<file path="config.mk">
export PLATFORM = sky130hd
export DESIGN_NAME = id_ex_reg
export DESIGN_NICKNAME = d
export VERILOG_FILES = /design/src/rtl/cpu_pkg.sv /design/src/rtl/load_use_detect.sv /design/src/rtl/id_ex_reg.sv
export SDC_FILE = /design/constraint.sdc
export NUM_CORES = 1
export LEC_CHECK = 0
export CORE_ASPECT_RATIO = 1.4
export CORE_MARGIN = 8
export CORE_UTILIZATION = 35
export DETAILED_ROUTE_END_ITERATION = 10
export PLACE_DENSITY = 0.81
export SYNTH_ARGS = -nofsm -noshare
export SYNTH_HDL_FRONTEND = slang
export SYNTH_SLANG_ARGS = --single-unit
</file>
<file path="constraint.sdc">
create_clock -name Clk -period 2.15 [get_ports Clk]
set_input_delay 0.3225 -clock Clk [delete_from_list [all_inputs] [get_ports Clk]]
set_output_delay 0.3225 -clock Clk [all_outputs]
set_load 0.02 [all_outputs]
</file>
<file path="src/rtl/cpu_pkg.sv">
// Shared pipeline definitions: control-bundle layout, bubble constant and
// the register-match helper used by the ID/EX hazard logic.
package cpu_pkg;

   localparam int unsigned CTRL_W       = 12;
   localparam int unsigned CTRL_REGWRE  = 0;
   localparam int unsigned CTRL_MEMREAD = 1;
   localparam int unsigned REG_ADDR_W   = 5;

   localparam logic [CTRL_W-1:0] CTRL_BUBBLE = '0;

   typedef logic [REG_ADDR_W-1:0] reg_addr_t;

   // r0 is hard-wired to zero, so it never creates a dependency.
   function automatic logic reg_match(input reg_addr_t a, input reg_addr_t b);
      return (a != '0) && (a == b);
   endfunction

endpackage

</file>
<file path="src/rtl/load_use_detect.sv">
// Load-use hazard detector: a load in EX whose destination feeds the
// instruction currently in ID.
module load_use_detect
   import cpu_pkg::*;
(
   input  logic      ex_valid_i,
   input  logic      ex_memread_i,
   input  reg_addr_t ex_rt_i,
   input  logic      id_valid_i,
   input  reg_addr_t id_rs_i,
   input  reg_addr_t id_rt_i,
   output logic      stall_o
);

   assign stall_o = ex_valid_i & ex_memread_i & id_valid_i &
                    (reg_match(ex_rt_i, id_rs_i) | reg_match(ex_rt_i, id_rt_i));

endmodule

</file>
<file path="src/rtl/id_ex_reg.sv">
// ID/EX pipeline register with load-use stall and flush bubbles.
// Define ID_EX_WB_BYPASS_EN to forward the WB write port into ex_a/ex_b.
module id_ex_reg #(
   parameter int unsigned DATA_W = 32,
   parameter int unsigned CTRL_W = cpu_pkg::CTRL_W
) (
   input  logic              Clk,
   input  logic              Reset,
   input  logic              id_valid,
   input  logic [CTRL_W-1:0] id_ctrl,
   input  logic [4:0]        id_rs,
   input  logic [4:0]        id_rt,
   input  logic [4:0]        id_rd,
   input  logic [DATA_W-1:0] id_rdata1,
   input  logic [DATA_W-1:0] id_rdata2,
   input  logic [DATA_W-1:0] id_imm,
   input  logic              wb_we,
   input  logic [4:0]        wb_waddr,
   input  logic [DATA_W-1:0] wb_wdata,
   input  logic              flush,
   output logic              ex_valid,
   output logic [CTRL_W-1:0] ex_ctrl,
   output logic [4:0]        ex_rs,
   output logic [4:0]        ex_rt,
   output logic [4:0]        ex_rd,
   output logic [DATA_W-1:0] ex_a,
   output logic [DATA_W-1:0] ex_b,
   output logic [DATA_W-1:0] ex_imm,
   output logic              stall
);

   logic              valid_q, valid_d;
   logic [CTRL_W-1:0] ctrl_q, ctrl_d;
   logic [4:0]        rs_q, rs_d, rt_q, rt_d, rd_q, rd_d;
   logic [DATA_W-1:0] a_q, a_d, b_q, b_d, imm_q, imm_d;
   logic [DATA_W-1:0] a_fwd, b_fwd;
   logic              hazard;

   load_use_detect u_load_use_detect (
      .ex_valid_i   (valid_q),
      .ex_memread_i (ctrl_q[cpu_pkg::CTRL_MEMREAD]),
      .ex_rt_i      (rt_q),
      .id_valid_i   (id_valid),
      .id_rs_i      (id_rs),
      .id_rt_i      (id_rt),
      .stall_o      (hazard)
   );

   // Held low while in reset so PC/IF-ID never see a stale hold request.
   assign stall = hazard & Reset;

   always_comb begin
      a_fwd = id_rdata1;
      b_fwd = id_rdata2;
`ifdef ID_EX_WB_BYPASS_EN
      if (wb_we && cpu_pkg::reg_match(wb_waddr, id_rs)) a_fwd = wb_wdata;
      if (wb_we && cpu_pkg::reg_match(wb_waddr, id_rt)) b_fwd = wb_wdata;
`endif
   end

`ifndef ID_EX_WB_BYPASS_EN
   logic unused_wb;
   assign unused_wb = ^{wb_we, wb_waddr, wb_wdata};
`endif

   always_comb begin
      valid_d = id_valid;
      ctrl_d  = id_valid ? id_ctrl : CTRL_W'(cpu_pkg::CTRL_BUBBLE);
      rs_d    = id_rs;
      rt_d    = id_rt;
      rd_d    = id_rd;
      a_d     = a_fwd;
      b_d     = b_fwd;
      imm_d   = id_imm;
      if (flush || stall) begin
         valid_d = 1'b0;
         ctrl_d  = CTRL_W'(cpu_pkg::CTRL_BUBBLE);
         rs_d    = '0;
         rt_d    = '0;
         rd_d    = '0;
         a_d     = '0;
         b_d     = '0;
         imm_d   = '0;
      end
   end

   always_ff @(posedge Clk) begin
      if (!Reset) begin
         valid_q <= 1'b0;
         ctrl_q  <= '0;
         rs_q    <= '0;
         rt_q    <= '0;
         rd_q    <= '0;
         a_q     <= '0;
         b_q     <= '0;
         imm_q   <= '0;
      end else begin
         valid_q <= valid_d;
         ctrl_q  <= ctrl_d;
         rs_q    <= rs_d;
         rt_q    <= rt_d;
         rd_q    <= rd_d;
         a_q     <= a_d;
         b_q     <= b_d;
         imm_q   <= imm_d;
      end
   end

   assign ex_valid = valid_q;
   assign ex_ctrl  = valid_q ? ctrl_q : CTRL_W'(cpu_pkg::CTRL_BUBBLE);
   assign ex_rs    = rs_q;
   assign ex_rt    = rt_q;
   assign ex_rd    = rd_q;
   assign ex_a     = a_q;
   assign ex_b     = b_q;
   assign ex_imm   = imm_q;

endmodule

</file>
Yosys cells after proc, flatten, opt, wreduce, memory -nomap -nowiden. Cells that the tools add are included.

Flip-flop bits (word level): 124. Logic and storage cells: 24. Input port bits: 165. Output and inout bits: 125.

Muxes and demuxes: 1. Equality and inequality tests: 2. Bitwise logic cells: 7. Reductions and logical operators: 6.

Operators with widths (number): 12-bit 2-to-1 mux (1); 5-bit equality test (2); 5-bit nonzero test (1); 1-bit AND (4); 3-bit OR reduction (1); 1-bit logical AND (2); 1-bit inverter (2); 2-bit OR reduction (1); 1-bit logical OR (1); 1-bit OR (1).

Depth between registers and ports, before layout. Gate-level depths: netlist of run 1.

Depth in word-level cells: 7. Depth in mapped cells: 6. Mapped depth without buffers: 4.

By module. Synthesis of run 1 repeated with hierarchy kept, for this count alone.

Cell total of the unflattened synthesis: 293. Area, all modules: 3637.2 sq um.

By module, submodules not included: id_ex_reg (instances 1, area each 3508.4 sq um, cells an instance 276, sequential area each 2482.4 sq um); load_use_detect (instances 1, area each 128.9 sq um, cells an instance 17, sequential area each 0.0 sq um).

Worst setup path after synthesis of run 1. Ideal clock, no wire load.

Kind: register -> output. From: register valid_q (netlist: ex_valid). To: output port stall. Arrival: 1.561 ns. Buffers on the path: 1. Required time: 1.827 ns. Cell stages (with the launch flop): 5. Path slack: 0.267 ns. Cell sequence: dfxtp_1 -> and2_1 -> nor3b_2 -> buf_2 -> and2_1.

Word-level cells in the longest chain between the ends: 4.

RTL lines: start, declared (line id_ex_reg.sv:32) `logic valid_q, valid_d;`; start signal, assigned (line id_ex_reg.sv:98) `valid_q <= valid_d;`; 1-bit AND (3 in series) (line load_use_detect.sv:15) `assign stall_o = ex_valid_i & ex_memread_i & id_valid_i &`; 1-bit AND (line id_ex_reg.sv:50) `assign stall = hazard & Reset;`; end, declared (line id_ex_reg.sv:29) `output logic stall`.

No other way between the ends.

Final worst setup path of run 1.
From: register rt_q[0] (netlist: ex_rt[0]). To: output port stall.

Word-level cells in the longest chain between the ends: 5. Elaborated cells between the ends (all ways): 8. Those cells by class: eq/ne: 2; bitwise: 3; reduce/logical: 3.

RTL lines: start, declared (line id_ex_reg.sv:34) `logic [4:0] rs_q, rs_d, rt_q, rt_d, rd_q, rd_d;`; start signal, assigned (line id_ex_reg.sv:101) `rt_q <= rt_d;`; 5-bit equality test / 5-bit nonzero test (equally long branches) (line cpu_pkg.sv:16) `return (a != '0) && (a == b);`; 1-bit logical AND (line cpu_pkg.sv:16); 1-bit OR * (line load_use_detect.sv:16) `(reg_match(ex_rt_i, id_rs_i) | reg_match(ex_rt_i, id_rt_i));`; 1-bit AND * (line load_use_detect.sv:15); 1-bit AND * (line id_ex_reg.sv:50).

Mark *: on every way between the ends. The rest lies on a longest branch, timed or not.

==> out/results.ini, run 1 <==
[timing]
worst_pin_slew_ns=0.4742
skew_ns=0.01128
slew_viol_final=0
setup_violations=0
hold_violations=0
grt_setup_unrepaired=false
final.min_clock_period_ns=2.071
fin_ws_ns=0.07887
fmax_ghz=0.4828
final.period_utilization_pct=96.33
slew-limit-headroom_pct=68.39

[cts]
numCtsBuffers=17
cts_num_sinks=124
clk_pin_slew_ns=0.06
htreeDepth=4
cts-hold-fix-buffers=0
clock_path_buffers=2
cts_root_buf=clkbuf_16
clock_latency_ns=0.40
tritoncts=done

[detailed_routing]
avgViaCountPerCell=4.662
wire_per_inst_um=16.75
vias=3944
drt-pass1-iter-count=4
drtIter0Drc=141
drc=0
ant_nets=0
drt-total-wl_mm=14.17

[die]
start_util_pct=36.02
die_y_um=143.8
die_w_um=107.3
core_region_area_um2=11340
fp-row-count=46
die_area_um2=15430
ioPinCount=290

[placement]
port_buffers=251
dpl.cell_count=814
dp_slack_ns=-0.2479
gp_congestion=0.8571
place_area_um2=6759
hpwl_mm=10.67

[status]
outcome=complete, no violations

[power_and_ir_drop]
powerDensity_nw_per_um2=820.7
ir_drop_mv=0.7093
leakage_nw=2.899

[synthesis]
synth_cell_types=20
ys_seq_area_share_pct=60.78
yosysWarningCount=0
syn_nets=610
ys_ff_latch=124
syn_avg_cell_area_um2=9.177
synth_area_um2=4084
netlist_instances=445

[critical_path]
reg2reg_setup_slack_ns=0.18
worstSetupEndpointType=output port
startpoint_type=flop
criticalPathCategory=flop to output port
regToRegStartpoint=ex_rt[1]$_SDFF_PP0_
critPathRequiredTime_ns=1.83
r2r_cells=6
timing.rr.end=ex_b[15]$_SDFF_PP0_
arrival_ns=1.75
cp_max_fo=2
crit_start=ex_rt[0]$_SDFF_PP0_

[layout]
fillers=907
drive_gt1_share_pct=8.405
syn_to_final_growth_pct=80.85
finalNonFillerCells=846
diodes=0
final_area_um2=7386
fin_nets=854

[grt]
grt_max_degree=71
grt.overflow.total=0
grt_antenna_before_repair=1
gr-usage-all-layers_pct=17.89
grt_pass1_wl_mm=21.44
grt_pass1_vias=4076

[hold_path]
hp-start=id_rdata1[22]
holdPathEnd=ex_a[22]$_SDFF_PP0_
min_path_cells=3
hp-class=input port to flop

[job]
maxCapViolCount=0

## stage by stage
stage / hold WS [ns] / total power [mW] / setup TNS [ns] / util (%)
after detailed placement: 0.8549 / 3.214 / -2.425 / 59.61
after CTS: 0.4275 / 6.132 / 0 / 65.04
after global routing: 0.4265 / 6.323 / 0 / 65.14
final: 0.4478 / 6.062 / 0 / 65.14
after floorplan: 0.4106 / 2.744 / 0 / -
after global placement: 0.8499 / 3.197 / -0.3508 / 59.61
## registers in the layout, indices dropped and copies added (netlist names)
name and count:
ctrl_q 12, ex_imm 32, ex_rs 5, ex_a 32, ex_b 32, ex_rd 5
ex_valid 1, ex_rt 5
## how the worst max path moves through the flow
stage | end | slack, ns
2_1_floorplan | stall | 0.27
3_3_place_gp | stall | -0.23
3_5_place_dp | stall | -0.25
4_1_cts | stall | 0.05
5_1_grt | stall | 0.0004
6_report | stall | 0.08
## cell usage in the layout (no fill, tap or decap), types with 2 or more instances in the layout
master	instances
and2_1	13
nand2_1	114
xnor2_1	10
dfxtp_1	124
clkdlybuf4s50_1	250
buf_12	3
clkinv_4	2
a2111oi_2	5
clkbuf_8	2
inv_6	2
a2111oi_0	6
inv_1	12
nand3_1	2
clkinv_2	2
buf_4	13
a21oi_1	111
bufinv_16	3
clkbuf_16	17
clkinvlp_4	4
## cells by family after synthesis
family	after synthesis	synth area share [%]
AND/OR/NAND/NOR	133	13.45
AO/OA/AOI/OAI	125	17.74
flip-flops	124	60.78
XOR/XNOR	10	2.145
buffers and inverters	53	5.882
## critical path, stage by stage (launching register included)
cell and delay [ns]:
dfxtp_1 0.31, or4_4 0.54, nor2_4 0.14, nor3b_4 0.05, and2_1 0.15, buf_4 0.16
## cells in the mapped netlist
cell type | instances | area [um^2]
dfxtp_1 | 124 | 2482
nor2_1 | 1 | 3.750
a211oi_1 | 1 | 7.510
nor2b_1 | 1 | 6.260
or4_1 | 1 | 7.510
clkbuf_1 | 15 | 56.30
buf_2 | 24 | 120.1
a2111oi_2 | 5 | 75.07
a2111oi_4 | 1 | 27.53
buf_6 | 1 | 11.26
o22ai_1 | 1 | 6.260
inv_1 | 12 | 45.04
a2111oi_0 | 6 | 52.55
nor3b_2 | 1 | 12.51
and2_1 | 13 | 81.33
buf_4 | 1 | 7.510
nand2_1 | 114 | 427.9
nand3_1 | 2 | 10.01
xnor2_1 | 10 | 87.58
a21oi_1 | 111 | 555.5
## per-layer routing
| metal | global-route usage (%) | vias up | wire [um] |
|---|---|---|---|
| met5 | 0 | - | 8 |
| met4 | 7.955 | 2 | 313 |
| met3 | 10.94 | 23 | 1833 |
| met2 | 30.14 | 179 | 7199 |
| met1 | 16.91 | 1784 | 4817 |
| li1 | - | 1956 | - |
## timing repair
item | CTS | global route
pin swaps | 0 | 1
setup endpoints to repair | 1 | 1
setup buffers | 0 | 0
resized for setup | 6 | 4
## cell type report
cell class | count | area [um^2] | share of cell area (%)
multi-input combinational | 268 | 1400 | 18.96
tap | 144 | 180.2 | 2.439
inverter | 12 | 45.04 | 0.6099
timing repair buffer | 266 | 2660 | 36.02
clock inverter | 13 | 165.2 | 2.236
sequential | 124 | 2482 | 33.61
clock buffer | 19 | 452.9 | 6.132
## power breakdown
group / switching [mW] / total, mW / internal [mW] / leakage, nW
clock network: 1.00 / 2.89 / 1.89 / 0.292
logic: 0.334 / 0.753 / 0.419 / 1.59
registers: 0.0264 / 2.42 / 2.39 / 1.02
Power figures use the tool's default switching activity.
==> inputs of run 2 (changes only) <==
GPL_TIMING_DRIVEN = 1   (was not set)
==> results of run 2 <==
Same layout as run 1: the final DEF is identical, and so are final timing and power.
